**config.mk**
```make
export PLATFORM = sky130hd
export DESIGN_NAME = flood_board_gen_flat
export DESIGN_NICKNAME = d
export VERILOG_FILES = /design/src/rtl/flood_board_gen_if.sv /design/src/rtl/flood_board_gen.sv /design/src/flat_wrapper.sv
export SDC_FILE = /design/constraint.sdc
export NUM_CORES = 1
export LEC_CHECK = 0
export CAP_MARGIN = 40
export CORE_ASPECT_RATIO = 1.5
export CORE_UTILIZATION = 59
export DETAILED_ROUTE_END_ITERATION = 6
export GPL_TIMING_DRIVEN = 1
export HOLD_SLACK_MARGIN = 0.03
export PLACE_DENSITY = 0.88
export SKIP_CTS_REPAIR_TIMING = 1
export SYNTH_ARGS = -nofsm -noshare
export SYNTH_HDL_FRONTEND = slang
export SYNTH_SLANG_ARGS = --single-unit
export TNS_END_PERCENT = 10
```
**constraint.sdc**
```tcl
create_clock -name CLOCK -period 4.43 [get_ports CLOCK]
set_clock_uncertainty 0.1 [all_clocks]
set_input_delay 0.6645 -clock CLOCK [delete_from_list [all_inputs] [get_ports CLOCK]]
set_output_delay 0.6645 -clock CLOCK [all_outputs]
set_load 0.05 [all_outputs]
```
**src/rtl/flood_board_gen_if.sv**
```systemverilog
// Setup/board-store bus for flood_board_gen.
// The game-setup FSM drives START and the board configuration (master side).
// The generator (slave side) returns the registered cell write port and the
// BUSY/DONE/ERR status flags.
//   START      level request, sampled only while the generator is idle
//   seed       16-bit LFSR seed, 0 selects the generator's default seed
//   SIZE       board edge, legal 2..MAX_SIZE
//   COLOR_NUM  number of colours, legal 2..2^COLOR_W (3.. with NO_ADJ)
//   NO_ADJ     forbid a cell matching its left or upper neighbour
//   WR_EN      one-cycle write strobe for WR_ROW/WR_COL/WR_COLOR
//   BUSY       generation in progress
//   DONE       board complete, held until START drops
//   ERR        configuration rejected, held until START drops
interface flood_board_gen_if #(
   parameter int unsigned MAX_SIZE = 26,
   parameter int unsigned COLOR_W  = 3
);
   localparam int unsigned RW = $clog2(MAX_SIZE);
   localparam int unsigned SW = $clog2(MAX_SIZE + 1);

   logic               START;
   logic [15:0]        seed;
   logic [SW-1:0]      SIZE;
   logic [COLOR_W:0]   COLOR_NUM;
   logic               NO_ADJ;

   logic               WR_EN;
   logic [RW-1:0]      WR_ROW;
   logic [RW-1:0]      WR_COL;
   logic [COLOR_W-1:0] WR_COLOR;
   logic               BUSY;
   logic               DONE;
   logic               ERR;

   modport master (
      output START, seed, SIZE, COLOR_NUM, NO_ADJ,
      input  WR_EN, WR_ROW, WR_COL, WR_COLOR, BUSY, DONE, ERR
   );

   modport slave (
      input  START, seed, SIZE, COLOR_NUM, NO_ADJ,
      output WR_EN, WR_ROW, WR_COL, WR_COLOR, BUSY, DONE, ERR
   );
endinterface

```
**src/rtl/flood_board_gen.sv**
```systemverilog
// Flood-It board generator.
// On START it validates and latches the configuration, seeds a 16-bit LFSR and
// walks the board in row-major order, emitting one registered write per cell.
// Each GEN cycle steps the LFSR and tries the low COLOR_W bits as a colour;
// out-of-range or (with NO_ADJ) neighbour-matching candidates are rejected.
// After 16 failed tries the smallest legal colour is used, so every cell
// finishes within 16 cycles.
// Ports:
//   CLOCK  rising-edge clock
//   RESET  asynchronous active-high reset
//   bus    flood_board_gen_if slave side (config in, write port and status out)
module flood_board_gen #(
   parameter int unsigned MAX_SIZE     = 26,
   parameter int unsigned COLOR_W      = 3,
   parameter logic [15:0] DEFAULT_SEED = 16'hDAD7
) (
   input  logic             CLOCK,
   input  logic             RESET,
   flood_board_gen_if.slave bus
);
   localparam int unsigned RW      = $clog2(MAX_SIZE);
   localparam int unsigned SW      = $clog2(MAX_SIZE + 1);
   localparam int unsigned CW      = COLOR_W + 1;
   localparam int unsigned NCOLORS = 1 << COLOR_W;
   localparam int unsigned AW      = 4;

   localparam logic [1:0] S_IDLE   = 2'd0;
   localparam logic [1:0] S_GEN    = 2'd1;
   localparam logic [1:0] S_FINISH = 2'd2;
   localparam logic [1:0] S_HOLD   = 2'd3;

   // Control and datapath state
   logic [1:0]         state_q,    state_d;
   logic [15:0]        lfsr_q,     lfsr_d;
   logic [SW-1:0]      size_q,     size_d;
   logic [CW-1:0]      ncol_q,     ncol_d;
   logic               noadj_q,    noadj_d;
   logic [RW-1:0]      row_q,      row_d;
   logic [RW-1:0]      col_q,      col_d;
   logic [AW-1:0]      attempt_q,  attempt_d;
   logic [COLOR_W-1:0] left_q,     left_d;

   // Registered outputs
   logic               wr_en_q,    wr_en_d;
   logic [RW-1:0]      wr_row_q,   wr_row_d;
   logic [RW-1:0]      wr_col_q,   wr_col_d;
   logic [COLOR_W-1:0] wr_color_q, wr_color_d;
   logic               busy_q,     busy_d;
   logic               done_q,     done_d;
   logic               err_q,      err_d;

   // Row buffer: colour of the cell above each column
   logic [COLOR_W-1:0] above_q [MAX_SIZE];

   // Combinational helpers
   logic               cfg_ok_c;
   logic [COLOR_W-1:0] cand_c;
   logic [COLOR_W-1:0] above_c;
   logic               chk_left_c;
   logic               chk_up_c;
   logic               accept_c;
   logic [COLOR_W-1:0] fb_color_c;
   logic [COLOR_W-1:0] pick_c;
   logic               last_col_c;
   logic               last_row_c;
   logic               above_we_c;
   logic [15:0]        lfsr_step_c;

   // True when colour c is in range and differs from the enabled neighbours
   function automatic logic fits(
      input logic [COLOR_W-1:0] c,
      input logic [CW-1:0]      n,
      input logic               chk_l,
      input logic [COLOR_W-1:0] l,
      input logic               chk_u,
      input logic [COLOR_W-1:0] u
   );
      return ({1'b0, c} < n) && !(chk_l && (c == l)) && !(chk_u && (c == u));
   endfunction

   // Configuration legality, evaluated on the live inputs at the START edge
   always_comb begin
      cfg_ok_c = (bus.SIZE >= SW'(2)) && (bus.SIZE <= SW'(MAX_SIZE)) &&
                 (bus.COLOR_NUM >= CW'(2)) && (bus.COLOR_NUM <= CW'(NCOLORS)) &&
                 !(bus.NO_ADJ && (bus.COLOR_NUM < CW'(3)));
   end

   // Candidate evaluation and smallest-legal-colour fallback
   always_comb begin
      lfsr_step_c = {lfsr_q[14:0], lfsr_q[15] ^ lfsr_q[13] ^ lfsr_q[12] ^ lfsr_q[10]};
      cand_c      = lfsr_q[COLOR_W-1:0];
      above_c     = above_q[col_q];
      chk_left_c  = noadj_q && (col_q != '0);
      chk_up_c    = noadj_q && (row_q != '0);
      accept_c    = fits(cand_c, ncol_q, chk_left_c, left_q, chk_up_c, above_c);
      // Descending scan so the last hit is the smallest legal colour
      fb_color_c  = '0;
      for (int i = int'(NCOLORS) - 1; i >= 0; i--) begin
         if (fits(COLOR_W'(i), ncol_q, chk_left_c, left_q, chk_up_c, above_c)) begin
            fb_color_c = COLOR_W'(i);
         end
      end
      pick_c      = accept_c ? cand_c : fb_color_c;
      last_col_c  = (SW'(col_q) == (size_q - SW'(1)));
      last_row_c  = (SW'(row_q) == (size_q - SW'(1)));
   end

   // Next-state and output logic
   always_comb begin
      state_d    = state_q;
      lfsr_d     = lfsr_q;
      size_d     = size_q;
      ncol_d     = ncol_q;
      noadj_d    = noadj_q;
      row_d      = row_q;
      col_d      = col_q;
      attempt_d  = attempt_q;
      left_d     = left_q;
      wr_en_d    = 1'b0;
      wr_row_d   = wr_row_q;
      wr_col_d   = wr_col_q;
      wr_color_d = wr_color_q;
      busy_d     = busy_q;
      done_d     = done_q;
      err_d      = err_q;
      above_we_c = 1'b0;

      case (state_q)
         S_IDLE: begin
            if (bus.START) begin
               size_d  = bus.SIZE;
               ncol_d  = bus.COLOR_NUM;
               noadj_d = bus.NO_ADJ;
               if (!cfg_ok_c) begin
                  err_d   = 1'b1;
                  state_d = S_HOLD;
               end else begin
                  lfsr_d    = (bus.seed != 16'h0) ? bus.seed : DEFAULT_SEED;
                  row_d     = '0;
                  col_d     = '0;
                  attempt_d = '0;
                  busy_d    = 1'b1;
                  state_d   = S_GEN;
               end
            end
         end

         S_GEN: begin
            // The LFSR advances every GEN cycle, accepted or not
            lfsr_d = lfsr_step_c;
            if (accept_c || (attempt_q == AW'(15))) begin
               wr_en_d    = 1'b1;
               wr_row_d   = row_q;
               wr_col_d   = col_q;
               wr_color_d = pick_c;
               left_d     = pick_c;
               above_we_c = 1'b1;
               attempt_d  = '0;
               if (last_col_c) begin
                  col_d = '0;
                  if (last_row_c) begin
                     state_d = S_FINISH;
                  end else begin
                     row_d = row_q + RW'(1);
                  end
               end else begin
                  col_d = col_q + RW'(1);
               end
            end else begin
               attempt_d = attempt_q + AW'(1);
            end
         end

         S_FINISH: begin
            done_d  = 1'b1;
            busy_d  = 1'b0;
            state_d = S_HOLD;
         end

         S_HOLD: begin
            // Holding START keeps the result visible and blocks a restart
            if (!bus.START) begin
               done_d  = 1'b0;
               err_d   = 1'b0;
               state_d = S_IDLE;
            end
         end

         default: begin
            state_d = S_IDLE;
         end
      endcase
   end

   // State and output registers
   always_ff @(posedge CLOCK or posedge RESET) begin
      if (RESET) begin
         state_q    <= S_IDLE;
         lfsr_q     <= DEFAULT_SEED;
         size_q     <= '0;
         ncol_q     <= '0;
         noadj_q    <= 1'b0;
         row_q      <= '0;
         col_q      <= '0;
         attempt_q  <= '0;
         left_q     <= '0;
         wr_en_q    <= 1'b0;
         wr_row_q   <= '0;
         wr_col_q   <= '0;
         wr_color_q <= '0;
         busy_q     <= 1'b0;
         done_q     <= 1'b0;
         err_q      <= 1'b0;
      end else begin
         state_q    <= state_d;
         lfsr_q     <= lfsr_d;
         size_q     <= size_d;
         ncol_q     <= ncol_d;
         noadj_q    <= noadj_d;
         row_q      <= row_d;
         col_q      <= col_d;
         attempt_q  <= attempt_d;
         left_q     <= left_d;
         wr_en_q    <= wr_en_d;
         wr_row_q   <= wr_row_d;
         wr_col_q   <= wr_col_d;
         wr_color_q <= wr_color_d;
         busy_q     <= busy_d;
         done_q     <= done_d;
         err_q      <= err_d;
      end
   end

   // Row buffer is only read for row>0, after it has been written, so no reset
   always_ff @(posedge CLOCK) begin
      if (above_we_c) begin
         above_q[col_q] <= pick_c;
      end
   end

   assign bus.WR_EN    = wr_en_q;
   assign bus.WR_ROW   = wr_row_q;
   assign bus.WR_COL   = wr_col_q;
   assign bus.WR_COLOR = wr_color_q;
   assign bus.BUSY     = busy_q;
   assign bus.DONE     = done_q;
   assign bus.ERR      = err_q;
endmodule
```
**src/flat_wrapper.sv**
```systemverilog
// flat-port wrapper written by rule: the top's interface ports become plain ports
module flood_board_gen_flat 
#(
   parameter int unsigned MAX_SIZE     = 26,
   parameter int unsigned COLOR_W      = 3,
   parameter logic [15:0] DEFAULT_SEED = 16'hDAD7
)
  (CLOCK, RESET, bus_START, bus_seed, bus_SIZE, bus_COLOR_NUM, bus_NO_ADJ, bus_WR_EN, bus_WR_ROW, bus_WR_COL, bus_WR_COLOR, bus_BUSY, bus_DONE, bus_ERR);
  flood_board_gen_if #(.MAX_SIZE(MAX_SIZE), .COLOR_W(COLOR_W)) bus_i ();
  input  logic CLOCK;
  input  logic RESET;
  input wire logic [$bits(bus_i.START)-1:0] bus_START;
  input wire logic [$bits(bus_i.seed)-1:0] bus_seed;
  input wire logic [$bits(bus_i.SIZE)-1:0] bus_SIZE;
  input wire logic [$bits(bus_i.COLOR_NUM)-1:0] bus_COLOR_NUM;
  input wire logic [$bits(bus_i.NO_ADJ)-1:0] bus_NO_ADJ;
  output wire logic [$bits(bus_i.WR_EN)-1:0] bus_WR_EN;
  output wire logic [$bits(bus_i.WR_ROW)-1:0] bus_WR_ROW;
  output wire logic [$bits(bus_i.WR_COL)-1:0] bus_WR_COL;
  output wire logic [$bits(bus_i.WR_COLOR)-1:0] bus_WR_COLOR;
  output wire logic [$bits(bus_i.BUSY)-1:0] bus_BUSY;
  output wire logic [$bits(bus_i.DONE)-1:0] bus_DONE;
  output wire logic [$bits(bus_i.ERR)-1:0] bus_ERR;
  assign bus_i.START = bus_START;
  assign bus_i.seed = bus_seed;
  assign bus_i.SIZE = bus_SIZE;
  assign bus_i.COLOR_NUM = bus_COLOR_NUM;
  assign bus_i.NO_ADJ = bus_NO_ADJ;
  assign bus_WR_EN = bus_i.WR_EN;
  assign bus_WR_ROW = bus_i.WR_ROW;
  assign bus_WR_COL = bus_i.WR_COL;
  assign bus_WR_COLOR = bus_i.WR_COLOR;
  assign bus_BUSY = bus_i.BUSY;
  assign bus_DONE = bus_i.DONE;
  assign bus_ERR = bus_i.ERR;
  flood_board_gen #(.MAX_SIZE(MAX_SIZE), .COLOR_W(COLOR_W), .DEFAULT_SEED(DEFAULT_SEED)) u_core (.CLOCK(CLOCK), .RESET(RESET), .bus(bus_i));
endmodule
```
Word-level counts from Yosys, hierarchy flattened:

Memory sizes are Yosys's and may differ from the RTL's.
Cells that the tools add are included.
W data, S select, Z words.

* add/subtract/negate cells: 4
* multiply operators: 0
* divide/modulo/power cells: 0
* $lt $le $gt $ge: 14
* equal/unequal tests: 30
* shift operators: 0
* multiplexer cells: 45
* bitwise logic cells: 3
* reductions and logical operators: 82

Operator list (number)
* $mux W16: 3
* $logic_and A1 B1 Y1: 43
* $mux W5: 7
* $pmux W16 S2: 1
* $mux W3: 9
* $eq A3 B3 Y1 const A: 8
* $pmux W5 S2: 2
* $logic_not A1 Y1: 19
* $lt A3 B4 Y1 const A: 4
* $reduce_bool A16 Y1: 1
* $eq A2 B3 Y1 const A: 4
* $mux W2: 6
* $mux W4: 3
* $add A5 B1 Y5 const B: 2
* $eq A5 B5 Y1: 2
* $reduce_bool A5 Y1: 2
* $mux W1: 9
* $lt A1 B4 Y1 const A: 2
* $lt A2 B4 Y1 const A: 2
* $ne A2 B1 Y1 const B: 4
* $ne A2 B2 Y1 const B: 4
* $pmux W2 S4: 1
* $pmux W4 S2: 1
* $reduce_and A4 Y1: 2
* other kinds (23): 37

* register bits after elaboration: 59
* latch bits: 0
* bits in writable memories: 78
* memory bits (read-only): 0
* input port bits: 29
* output and inout port bits: 17
* logic and storage cells: 194
* memories kept: 1

Memories
* u_core.above_q: depth 26, bits a word 3, read ports 1, clocked after memory_dff 0, wr ports 1, line flood_board_gen.sv:53 `logic [COLOR_W-1:0] above_q [MAX_SIZE];`

Depth between registers and ports, before layout:

Gate-level depths: netlist (run 1).

* word-level depth: 15
* depth in mapped cells: 14
* depth with buffers taken out: 10

Least setup slack after synthesis (run 1):

OpenSTA, ideal clock, no wires.

* kind: flip-flop to flip-flop
* start: reg u_core.col_q[0]
* end: mem u_core.above_q[0][0], data pin
* library setup time: 408 ps
* arrival: 3357 ps
* required time: 3922 ps
* slack: 566 ps
* cell stages (with the launch flop): 9
* buffers on the path: 1
* period minus slack after synthesis: 3864 ps
* cells stage by stage: dfrtp_1 buf_6 mux4_2 a2111oi_4 and4_1 and2_1 a211oi_1 a311o_1 o21ai_0

* longest elaborated chain between the ends: 15
* elaborated cells on any way between the ends: 75
* classes of those cells: eq/ne: 8; mux: 9; reduce/logical: 57; memory: 1

RTL lines
* start, declared: line flood_board_gen.sv:39 `logic [RW-1:0] col_q, col_d;`
* start signal, assigned: line flood_board_gen.sv:221 `col_q <= col_d;`
* parallel branches: the longest is 14 deep, another holds $mem_v2 Z26 W3
* $mux W3 *: line flood_board_gen.sv:103 `pick_c = accept_c ? cand_c : fb_color_c;`
* named net u_core.pick_c[0]: line flood_board_gen.sv:63 `logic [COLOR_W-1:0] pick_c;`
* end, declared: line flood_board_gen.sv:53

Mark *: on every way through the listed nets, which the timed path passes.

Final worst setup path (run 1):

* start: reg u_core.col_q[0]
* end: mem u_core.above_q[24][1], data pin

The elaborated chain is that of the path after synthesis.

==> results of run 1 <==
==> critical path: cells and delay by family, from the launching register on <==
kind                       cells  cell delay [ns]
AOI/OAI and AO/OA              3             1.09
DFF                            1             0.81
muxes                          1             0.61
buffers and inverters          2             0.42
and+or+nand+nor                3             0.41
adders and majority gates      1             0.36
==> metal layers <==
metal	share of wire [%]	vias to the layer above	global-route usage (%)	wire, um
li1	-	2261	-	-
met1	35	2500	31.7	6000
met2	53	271	53.1	9130
met3	5.9	73	5.86	1000
met4	5.6	0	18.9	964
met5	0	-	0	0
==> metrics by stage <==
step / utilization, % / hold WS, ns / area, um^2 / worst slack, ns
6_report: 70.2 / 0.385 / 8090 / 0.331
2_1_floorplan: - / 0.358 / 6970 / 0.566
3_5_place_dp: 65.4 / 0.378 / 7540 / 0.445
3_3_place_gp: 65.4 / 0.369 / 7540 / 0.610
4_1_cts: 70.2 / 0.386 / 8090 / 0.340
5_1_grt: 70.2 / 0.413 / 8090 / 0.0793
==> worst max path at each step <==
stage | startpoint | end | slack, ns
3_3_place_gp | u_core.col_q[0] | u_core.above_q[16][1] | 0.61
4_1_cts | u_core.col_q[0] | u_core.above_q[25][0] | 0.34
2_1_floorplan | u_core.col_q[0] | u_core.above_q[0][0] | 0.57
6_report | u_core.col_q[0] | u_core.above_q[24][1] | 0.33
5_1_grt | u_core.col_q[0] | u_core.above_q[24][1] | 0.08
3_5_place_dp | u_core.col_q[0] | u_core.above_q[25][1] | 0.44
==> flip-flops by register name, summed over array words and instances, names as in the netlist <==
signal / flops
u_core.noadj_q: 1
u_core.col_q: 5
u_core.ncol_q: 4
u_core.attempt_q: 4
u_core.bus.DONE: 1
u_core.bus.WR_COL: 5
u_core.above_q: 78
u_core.bus.BUSY: 1
u_core.row_q: 5
u_core.bus.WR_EN: 1
u_core.bus.ERR: 1
u_core.state_q: 2
u_core.left_q: 3
u_core.size_q: 5
u_core.bus.WR_ROW: 5
u_core.lfsr_q: 16
==> cell type report <==
type	instances	area, um^2	share of cell area, %
clock buffer	17	425	5.26
inverter	33	126	1.56
sequential	137	3830	47.4
multi-input combinational	369	2850	35.2
clock inverter	15	131	1.62
tap	150	188	2.32
timing repair buffer	57	541	6.68
==> cell usage after synthesis (all sizes together), types with 5 or more instances <==
master	instances
edfxtp	78
dfrtp	48
nand2	40
inv	32
o21ai	28
and3	26
mux2	26
nor2	21
mux2i	20
buf	16
nor3	15
a21oi	14
ha	14
clkbuf	13
nand3	13
xnor2	12
dfstp	11
mux4	11
nand2b	11
nor4	11
o22ai	10
a31oi	8
o221ai	6
o2bb2ai	6
or4	5
xor2	5
==> logic make-up after synthesis <==
| family | count (synthesis) | synth area share [%] |
|---|---|---|
| AO/OA/AOI/OAI | 110 | 11.4 |
| XOR/XNOR | 19 | 2.78 |
| adder cells (fa/ha/maj) | 14 | 2.51 |
| buffers and inverters | 62 | 4.11 |
| flip-flops | 137 | 55.0 |
| multiplexers | 57 | 10.9 |
| AND/OR/NAND/NOR | 169 | 13.3 |
==> report_power, final <==
group	internal [mW]	switching (mW)
clock network	0.735	0.588
logic	1.01	1.63
registers	1.83	0.277
==> results.cfg, run 1 <==
[outcome]
outcome = complete, no violations

[clock_network]
htreeDepth = 4
clock_latency_ns = 0.42
clk_path_buf_depth = 2
clock-root-buffer = clkbuf_16
cts_tree = yes
path_clk_slew_ns = 0.06
clock_sink_count = 137
cts_made_buffers = 17

[sta]
final.setup.tns_ns = 0
max-slew-margin-rel_pct = 43.2
finalSetupViolCount = 0
max_freq_ghz = 0.244
timing.final.crit_share_pct = 92.5
period_minus_slack_ns = 4.10
worstMarginPinSlew_ns = 0.852
hold_violations = 0
drv_slew = 0
rsz0062_at_grt = false

[routing]
vias_per_cell = 6.56
first_pass_iters = 6
vias = 5105
drt_iter0_markers = 480
wl_per_cell_um = 22.0
drc_errors = 0
postRouteAntennaNets = 0
wl_mm = 17.1

[yosys]
synthTopCellsByArea = edfxtp_1 34%, dfrtp_1 17%, dfstp_2 4.1%, mux4_2 3.6%, mux2_2 3.4%
yosys_warnings = 0
syn_inst = 568
synth_area_um2 = 6970
synth_area_leader_cell = edfxtp_1
synth_fp_nets = 611
synth-seq-area-share_pct = 55.0
syn_avg_cell_area_um2 = 12.3
synth_edf_count = 78
yosysTopAreaCellShare_pct = 33.6
yosys_most_used_dff = edfxtp_1
synth.distinct_cells = 72
ys_async_sr_fraction_pct = 43.1
synth_seq_cells = 137

[setup_path]
worst_r2r_endpoint = u_core.above_q[24][1]
cp-start-kind = register
cp_cell_sequence = buf_4, inv_1, ha_1, nand2_1, nand2_1, o41ai_1, nand2_1, a22o_1, a221oi_1, mux2_2
worst-setup-path-type = reg2reg
reg2reg_slack_ns = 0.33
critPathArrivalTime_ns = 4.14
cp_slowest_stage_delay_ns = 0.81
r2r_start = u_core.col_q[0]
path_max_fanout = 26
slowest_stage = dfrtp_1
worstPathRequired_ns = 4.48
cp_common_cell = nand2_1
worstSetupEndpointType = register
reg2regPathDepth = 10

[job]
cap_violations = 0

[global_route]
grt_max_degree = 60
gr-total-overflow = 0
grt_pass1_vias = 5264
grt_pass1_wl_mm = 27.3
grt_antenna_before_repair = 0
grt_use_total_pct = 29.6

[hold_path]
whs_path_depth = 2
hold_start = u_core.lfsr_q[9]
hold_path.class = reg2reg
min_to = u_core.lfsr_q[9]

[place]
gp_congestion = 0.866
place_inst = 746
port_buffers = 45
hpwlAfterDp_mm = 11.5

[floorplan]
die-area_um2 = 12300
die_h_um = 135
ioPinCount = 46
core-area_um2 = 11500
die_w_um = 90.7
start_util_pct = 60.4
num_rows = 48

[cells_and_area]
antenna_cells = 0
layout_commonest_cell = edfxtp_1
nets = 658
layout-drive-gt1-share_pct = 16.6
final_cell_mix = 78 x edfxtp_1, 48 x dfrtp_1, 45 x clkdlybuf4s50_1
n_fill_cell = 788
area_growth_pct = 16.1
finalNonFillerCells = 778

[power_and_ir_drop]
leakage_nw = 3.07
irDropWorstVdd_mv = 0.348
fin_total_pwr_mw = 6.06
power.density_nw_per_um2 = 749
Power figures use the tool's default switching activity.
==> run 2, diff against run 1 <==
HOLD_SLACK_MARGIN = unset   (was 0.03)
SKIP_CTS_REPAIR_TIMING = unset   (was 1)
==> results of run 2 <==
No change in the layout: final DEF, timing and power equal those of run 1.
